`src/rtl/regfile_banked_pkg.sv`:
```
// Shared constants for the banked ARM register file: mode encodings and the
// physical register layout. The REGFILE_FIQ_BANK_EN option is resolved in regfile_bank_map.
package regfile_banked_pkg;

    typedef logic [4:0] phys_idx_t;

    localparam logic [4:0] MODE_USR = 5'b10000;
    localparam logic [4:0] MODE_FIQ = 5'b10001;
    localparam logic [4:0] MODE_IRQ = 5'b10010;
    localparam logic [4:0] MODE_SVC = 5'b10011;
    localparam logic [4:0] MODE_ABT = 5'b10111;
    localparam logic [4:0] MODE_UND = 5'b11011;
    localparam logic [4:0] MODE_SYS = 5'b11111;

    // r0-r14 user bank sits at 0..14, so user r13/r14 live at 13/14
    localparam phys_idx_t PHYS_USR_BASE = 5'd0;
    localparam phys_idx_t PHYS_USR_SP   = PHYS_USR_BASE + 5'd13;
    localparam phys_idx_t PHYS_FIQ_HI   = PHYS_USR_BASE + 5'd15;
    localparam phys_idx_t PHYS_FIQ_SP   = PHYS_FIQ_HI + 5'd5;
    localparam phys_idx_t PHYS_IRQ_SP   = PHYS_FIQ_SP + 5'd2;
    localparam phys_idx_t PHYS_SVC_SP   = PHYS_IRQ_SP + 5'd2;
    localparam phys_idx_t PHYS_ABT_SP   = PHYS_SVC_SP + 5'd2;
    localparam phys_idx_t PHYS_UND_SP   = PHYS_ABT_SP + 5'd2;
    localparam int        PHYS_COUNT    = int'(PHYS_UND_SP) + 2;

    function automatic phys_idx_t sp_base(input logic [4:0] mode);
        case (mode)
            MODE_FIQ:           sp_base = PHYS_FIQ_SP;
            MODE_IRQ:           sp_base = PHYS_IRQ_SP;
            MODE_SVC:           sp_base = PHYS_SVC_SP;
            MODE_ABT:           sp_base = PHYS_ABT_SP;
            MODE_UND:           sp_base = PHYS_UND_SP;
            MODE_USR, MODE_SYS: sp_base = PHYS_USR_SP;
            default:            sp_base = PHYS_USR_SP;
        endcase
    endfunction

endpackage

```
`src/rtl/regfile_bank_map.sv`:
```
// (architectural register, mode) -> physical index. With REGFILE_FIQ_BANK_EN
// defined, FIQ mode also banks r8-r12; otherwise the FIQ-high indices never occur.
module regfile_bank_map
    import regfile_banked_pkg::*;
(
    input  logic [3:0] arch_reg,
    input  logic [4:0] mode,
    output phys_idx_t  phys_idx
);

    logic [3:0] hi_off;

    always_comb begin
        hi_off   = arch_reg - 4'd8;
        phys_idx = PHYS_USR_BASE + phys_idx_t'({1'b0, arch_reg});
        if (arch_reg == 4'd13 || arch_reg == 4'd14) begin
            phys_idx = sp_base(mode) + phys_idx_t'({4'd0, arch_reg == 4'd14});
        end
`ifdef REGFILE_FIQ_BANK_EN
        if (mode == MODE_FIQ && arch_reg >= 4'd8 && arch_reg <= 4'd12) begin
            phys_idx = PHYS_FIQ_HI + phys_idx_t'({1'b0, hi_off});
        end
`endif
    end

endmodule

```
`src/rtl/regfile_banked.sv`:
```
// Banked ARM register file: one write port, three combinational read ports with
// write forwarding on physical index. FIQ r8-r12 banking via REGFILE_FIQ_BANK_EN.
module regfile_banked
    import regfile_banked_pkg::*;
(
    input  logic        clk,
    input  logic        rst,
    input  logic        regfile_write,
    input  logic [3:0]  regfile_write_reg,
    input  logic [31:0] regfile_write_data,
    input  logic [4:0]  write_mode,
    input  logic [4:0]  read_mode,
    input  logic        read_user,
    input  logic [31:0] read_pc,
    input  logic [3:0]  read_0,
    input  logic [3:0]  read_1,
    input  logic [3:0]  read_2,
    output logic [31:0] rdata_0,
    output logic [31:0] rdata_1,
    output logic [31:0] rdata_2
);

    // Without the FIQ bank the FIQ-high entries are never written and reduce to constants.
    logic [31:0] regs [PHYS_COUNT];
    logic [3:0]  rsel  [3];
    phys_idx_t   ridx  [3];
    logic [31:0] rdata [3];
    phys_idx_t   widx;
    logic [4:0]  rmode;
    logic        wr_en;

    assign rmode   = read_user ? MODE_USR : read_mode;
    assign wr_en   = regfile_write && (regfile_write_reg != 4'd15) && !rst;
    assign rsel[0] = read_0;
    assign rsel[1] = read_1;
    assign rsel[2] = read_2;
    assign rdata_0 = rdata[0];
    assign rdata_1 = rdata[1];
    assign rdata_2 = rdata[2];

    regfile_bank_map u_map_wr (
        .arch_reg (regfile_write_reg),
        .mode     (write_mode),
        .phys_idx (widx)
    );

    for (genvar g = 0; g < 3; g++) begin : g_rd
        regfile_bank_map u_map_rd (
            .arch_reg (rsel[g]),
            .mode     (rmode),
            .phys_idx (ridx[g])
        );
    end

    always_ff @(posedge clk or posedge rst) begin
        if (rst) begin
            for (int i = 0; i < PHYS_COUNT; i++) begin
                regs[i] <= '0;
            end
        end else if (wr_en) begin
            regs[widx] <= regfile_write_data;
        end
    end

    always_comb begin
        for (int n = 0; n < 3; n++) begin
            if (rsel[n] == 4'd15) begin
                rdata[n] = read_pc;
            end else if (rst) begin
                rdata[n] = '0;
            end else if (wr_en && widx == ridx[n]) begin
                rdata[n] = regfile_write_data;
            end else begin
                rdata[n] = regs[ridx[n]];
            end
        end
    end

endmodule

```
`config.mk`:
```
export PLATFORM = sky130hd
export DESIGN_NAME = regfile_banked
export DESIGN_NICKNAME = d
export VERILOG_FILES = /design/src/rtl/regfile_banked_pkg.sv /design/src/rtl/regfile_bank_map.sv /design/src/rtl/regfile_banked.sv
export SDC_FILE = /design/constraint.sdc
export NUM_CORES = 2
export LEC_CHECK = 0
export CAP_MARGIN = 20
export CORE_MARGIN = 5
export CORE_UTILIZATION = 47
export DETAILED_ROUTE_END_ITERATION = 16
export HOLD_SLACK_MARGIN = 0.08
export PLACE_DENSITY = 0.71
export SYNTH_ARGS = -nofsm -noshare
export SYNTH_HDL_FRONTEND = slang
export SYNTH_SLANG_ARGS = --single-unit
```
`constraint.sdc`:
```
create_clock -name clk -period 35.4 [get_ports clk]
set_clock_uncertainty 0.1 [all_clocks]
set_input_delay 5.31 -clock clk [delete_from_list [all_inputs] [get_ports clk]]
set_output_delay 5.31 -clock clk [all_outputs]
set_load 0.05 [all_outputs]
```
==> summary.txt <==
status -> complete, no violations
register with the most flip-flops -> regs
cell-by-cell listing of the critical path -> clkdlybuf4s50_1 -> nand2b_1 -> o221ai_1 -> nand2_1 -> ha_1 -> ha_1 -> and4_1 -> a211o_4 -> buf_4 -> buf_4 -> mux2i_1 -> a221o_1 -> a21oi_1 -> nor4_1 -> o31ai_1 -> clkdlybuf4s50_1
post-synth design cell area -> 60,700 um^2
Post-Synthesis Net Count -> 4,804
number of top-level pins -> 190
vias in the first global route -> 47,624
final-report max-slew violation count -> 0
DP HPWL -> 130,000 um
startpoint type of the worst setup path -> input pin
initial antenna violation count -> 18
library cell contributing the largest single delay on the critical path -> sky130_fd_sc_hd__clkdlybuf4s50_1
post-route setup TNS -> 0 ns
Synth Flop Type -> sky130_fd_sc_hd__dfrtp_1
full die area -> 136,000 um^2
clock latency on the worst-skew pair -> 0.69 ns
library cell used as clock root buffer -> sky130_fd_sc_hd__clkbuf_16
residual DRC count -> 0
Total Nets Final -> 4,580
layout overhead on the synthesized area -> 11.2%
die width -> 369 um
critical path data arrival time -> 12.45 ns
highest clock frequency the design can meet -> 0.0560 GHz
largest voltage drop on the vdd net -> 0.0365 mV
Syn Area/Cell -> 12.9 um^2
All-Layer GR Usage -> 34.1%
worst-margin pin slew -> 1.17 ns
biggest regs -> regs: 960 flops
final worst path period share -> 50.4%
FF+latch count, synth -> 960
detailed-route via count -> 48,015
largest stage delay on the critical path -> 1.00 ns
CTS resizes -> 0
shortest period the worst path allows -> 17.86 ns
number of clock sinks seen by CTS -> 960
endpoint required time on the critical path -> 29.99 ns
Inserted Clock Buffers -> 102
type of element capturing the critical path -> primary output
headroom to the max-slew limit -> 21.8%
post-synthesis cell type with the largest combined area -> sky130_fd_sc_hd__dfrtp_1
fraction of post-synthesis cell area in the top cell type by area -> 39.6%
buffer levels on the longest clock path -> 3
largest fanout of any net on the critical path -> 41
Power Density -> 51.2 nW/um^2
CTS tree -> yes
wirelength, routed -> 237,000 um
ratio of cells with drive above 1 in the final layout -> 39.7%
average routed wire per standard cell -> 38.0 um
Worst Hold Slack -> 0.312 ns
post-synthesis simple-gate area fraction -> 3.98%
fraction of the mapped netlist area in compound gates -> 10.1%
WP buf/inv -> 4
first-pass GRT wire length -> 339,000 um
effective utilization at floorplan -> 47.4%
sequential element share of the synthesized area -> 39.6%
Core Region -> 128,000 um^2
share of the synthesized netlist area taken by xor and xnor gates -> 0.318%
largest net degree at the start of global routing -> 162
Yosys warnings -> 0
kind of critical path -> in -> out
final weighted congestion in routability-driven placement -> 0.904
Vias/cell -> 7.69
worst hold path class -> reg -> reg
Post-CTS Setup Inserts -> 0
Congestion Overflow GR -> 0
combinational family with the most area after synthesis -> multiplexers
leakage power total -> 28.3 nW
setup repair after global routing missed its margin -> no
Cell variety after synth -> 64
Placement Rows -> 131
post-synthesis instance total -> 4,704
adder and majority cell fraction of the synthesized area -> 0.124%
final hold viol count -> 0
max reg flops -> 960
die extent in y -> 369 um
DRC violation total after the first TritonRoute iteration -> 7,792
Cell Count Post-Placement -> 6,035
top cell family by delay on the critical path -> buffers and inverters
Pre-antenna DRT Iters -> 8
Antenna Nets Post-Route -> 0
fraction of synthesized area in multiplexers -> 41.5%
hold buffer count at cts -> 0
count of non-filler cells in the finished layout -> 6,243
Finish-stage setup viols -> 0
EDFF count, synth -> 0
leading cell types by total area after synthesis -> sky130_fd_sc_hd__dfrtp_1 40%, sky130_fd_sc_hd__mux4_2 19%, sky130_fd_sc_hd__mux2_2 17%, sky130_fd_sc_hd__mux2i_1 5.9%, sky130_fd_sc_hd__clkbuf_1 2.8%
Max Cap Viol -> 0
Reg clk slew, reported paths -> 0.06 ns
Synth async-reset ratio -> 100%
H-tree depth -> 3
count of buffers inserted at the top-level ports -> 189
==> logic make-up (layout without fill, tap and decap cells) <==
| kind of cell | after synthesis | count (layout) |
|---|---|---|
| compound gates | 778 | 778 |
| xor+xnor | 22 | 22 |
| fa+ha+maj | 6 | 6 |
| buf+inv | 665 | 528 |
| flops | 960 | 960 |
| mux | 1762 | 1762 |
| other cells | 0 | 14 |
| simple gates | 511 | 511 |
==> through the flow <==
stage / util, % / setup WS [ns] / cell area, um^2 / power (mW)
after floorplan: - / 0.900 / 60700 / 1.97
after global placement: 49.7 / 18.07 / 63600 / 2.21
after detailed placement: 49.7 / 18.04 / 63600 / 2.23
after CTS: 52.7 / 18.00 / 67300 / 3.42
after global routing: 52.7 / 17.48 / 67400 / 3.55
final: 52.7 / 17.54 / 67400 / 3.45
==> Yosys cell counts (4+ instances only) <==
cell	number
sky130_fd_sc_hd__dfrtp_1	960
sky130_fd_sc_hd__inv_1	9
sky130_fd_sc_hd__mux2_2	896
sky130_fd_sc_hd__nor4_1	62
sky130_fd_sc_hd__o311ai_0	32
sky130_fd_sc_hd__mux4_2	511
sky130_fd_sc_hd__a21oi_1	129
sky130_fd_sc_hd__nand2_1	263
sky130_fd_sc_hd__nand2b_1	6
sky130_fd_sc_hd__o31ai_1	158
sky130_fd_sc_hd__clkbuf_1	458
sky130_fd_sc_hd__a221o_1	64
sky130_fd_sc_hd__buf_1	75
sky130_fd_sc_hd__xor2_1	7
sky130_fd_sc_hd__a22o_1	161
sky130_fd_sc_hd__and2_1	11
sky130_fd_sc_hd__nand3_1	13
sky130_fd_sc_hd__buf_4	6
sky130_fd_sc_hd__mux2i_1	355
sky130_fd_sc_hd__and3_1	5
sky130_fd_sc_hd__nor2b_1	7
sky130_fd_sc_hd__nor2_1	32
sky130_fd_sc_hd__a32oi_1	32
sky130_fd_sc_hd__o2bb2ai_1	64
sky130_fd_sc_hd__o21ai_0	36
sky130_fd_sc_hd__a211o_1	4
sky130_fd_sc_hd__buf_2	114
sky130_fd_sc_hd__xnor2_1	15
sky130_fd_sc_hd__and4_1	5
sky130_fd_sc_hd__nor3b_1	4
sky130_fd_sc_hd__o22a_1	32
sky130_fd_sc_hd__a211oi_1	4
sky130_fd_sc_hd__a221oi_1	32
sky130_fd_sc_hd__nand4_1	7
sky130_fd_sc_hd__nor3_1	75
sky130_fd_sc_hd__ha_1	6
sky130_fd_sc_hd__nand3b_1	9
==> layer usage <==
layer,vias to the layer above,GRT usage (%),wire length (um)
met4,12,20.2,17300
met2,4385,46.8,96600
met1,24489,45.0,86700
met3,1155,14.4,36500
met5,-,0.142,78
li1,17974,-,-
==> report_power, final <==
group          leakage (nW)  internal, mW  switching, mW
Clock                  1.82         0.723          0.484
Sequential             12.8          1.23          0.132
Combinational          13.6         0.436          0.447
Total                  28.3          2.39           1.06
==> cell usage in the layout (no fill, tap or decap), drive strengths merged, types with 9 or more instances in the layout <==
| cell | instances |
|---|---|
| bufinv | 18 |
| o31ai | 159 |
| clkbuf | 147 |
| mux4 | 511 |
| a32oi | 32 |
| buf | 139 |
| nor2 | 32 |
| xnor2 | 15 |
| dfrtp | 960 |
| o21ai | 36 |
| a221oi | 32 |
| o2bb2ai | 64 |
| inv | 14 |
| clkdlybuf4s50 | 189 |
| a221o | 64 |
| mux2 | 896 |
| mux2i | 355 |
| o311ai | 33 |
| nor4 | 65 |
| and2 | 11 |
| nand3 | 13 |
| a22o | 161 |
| nand3b | 9 |
| clkinv | 16 |
| nand2 | 263 |
| nor3 | 75 |
| diode | 14 |
| o22a | 32 |
| a21oi | 130 |
==> final cells by class <==
cell class,instances,area (um^2)
fillers,10590,60400
multi-input cells,3079,34500
flip-flops and latches,960,24000
repair buffers,328,3050
clock buffers,147,3020
well taps,1662,2080
clock inverters,44,713
inverters,9,41.3
diodes,14,35.0
==> final timing paths <==
kind,startpoint,to,slack (ns),cells past startpoint
min in group asynchronous,rst,regs[264]$_DFFE_PP0P_,5.33,2
setup reg to reg,regs[107]$_DFFE_PP0P_,regs[107]$_DFFE_PP0P_,34.44,1
hold reg to reg,regs[334]$_DFFE_PP0P_,regs[334]$_DFFE_PP0P_,0.31,0
hold / removal,regs[334]$_DFFE_PP0P_,regs[334]$_DFFE_PP0P_,0.31,0
max in group asynchronous,rst,regs[243]$_DFFE_PP0P_,27.01,6
setup / recovery,read_mode[1],rdata_1[24],17.54,16
Note: power is estimated with default switching activity, not from simulation.
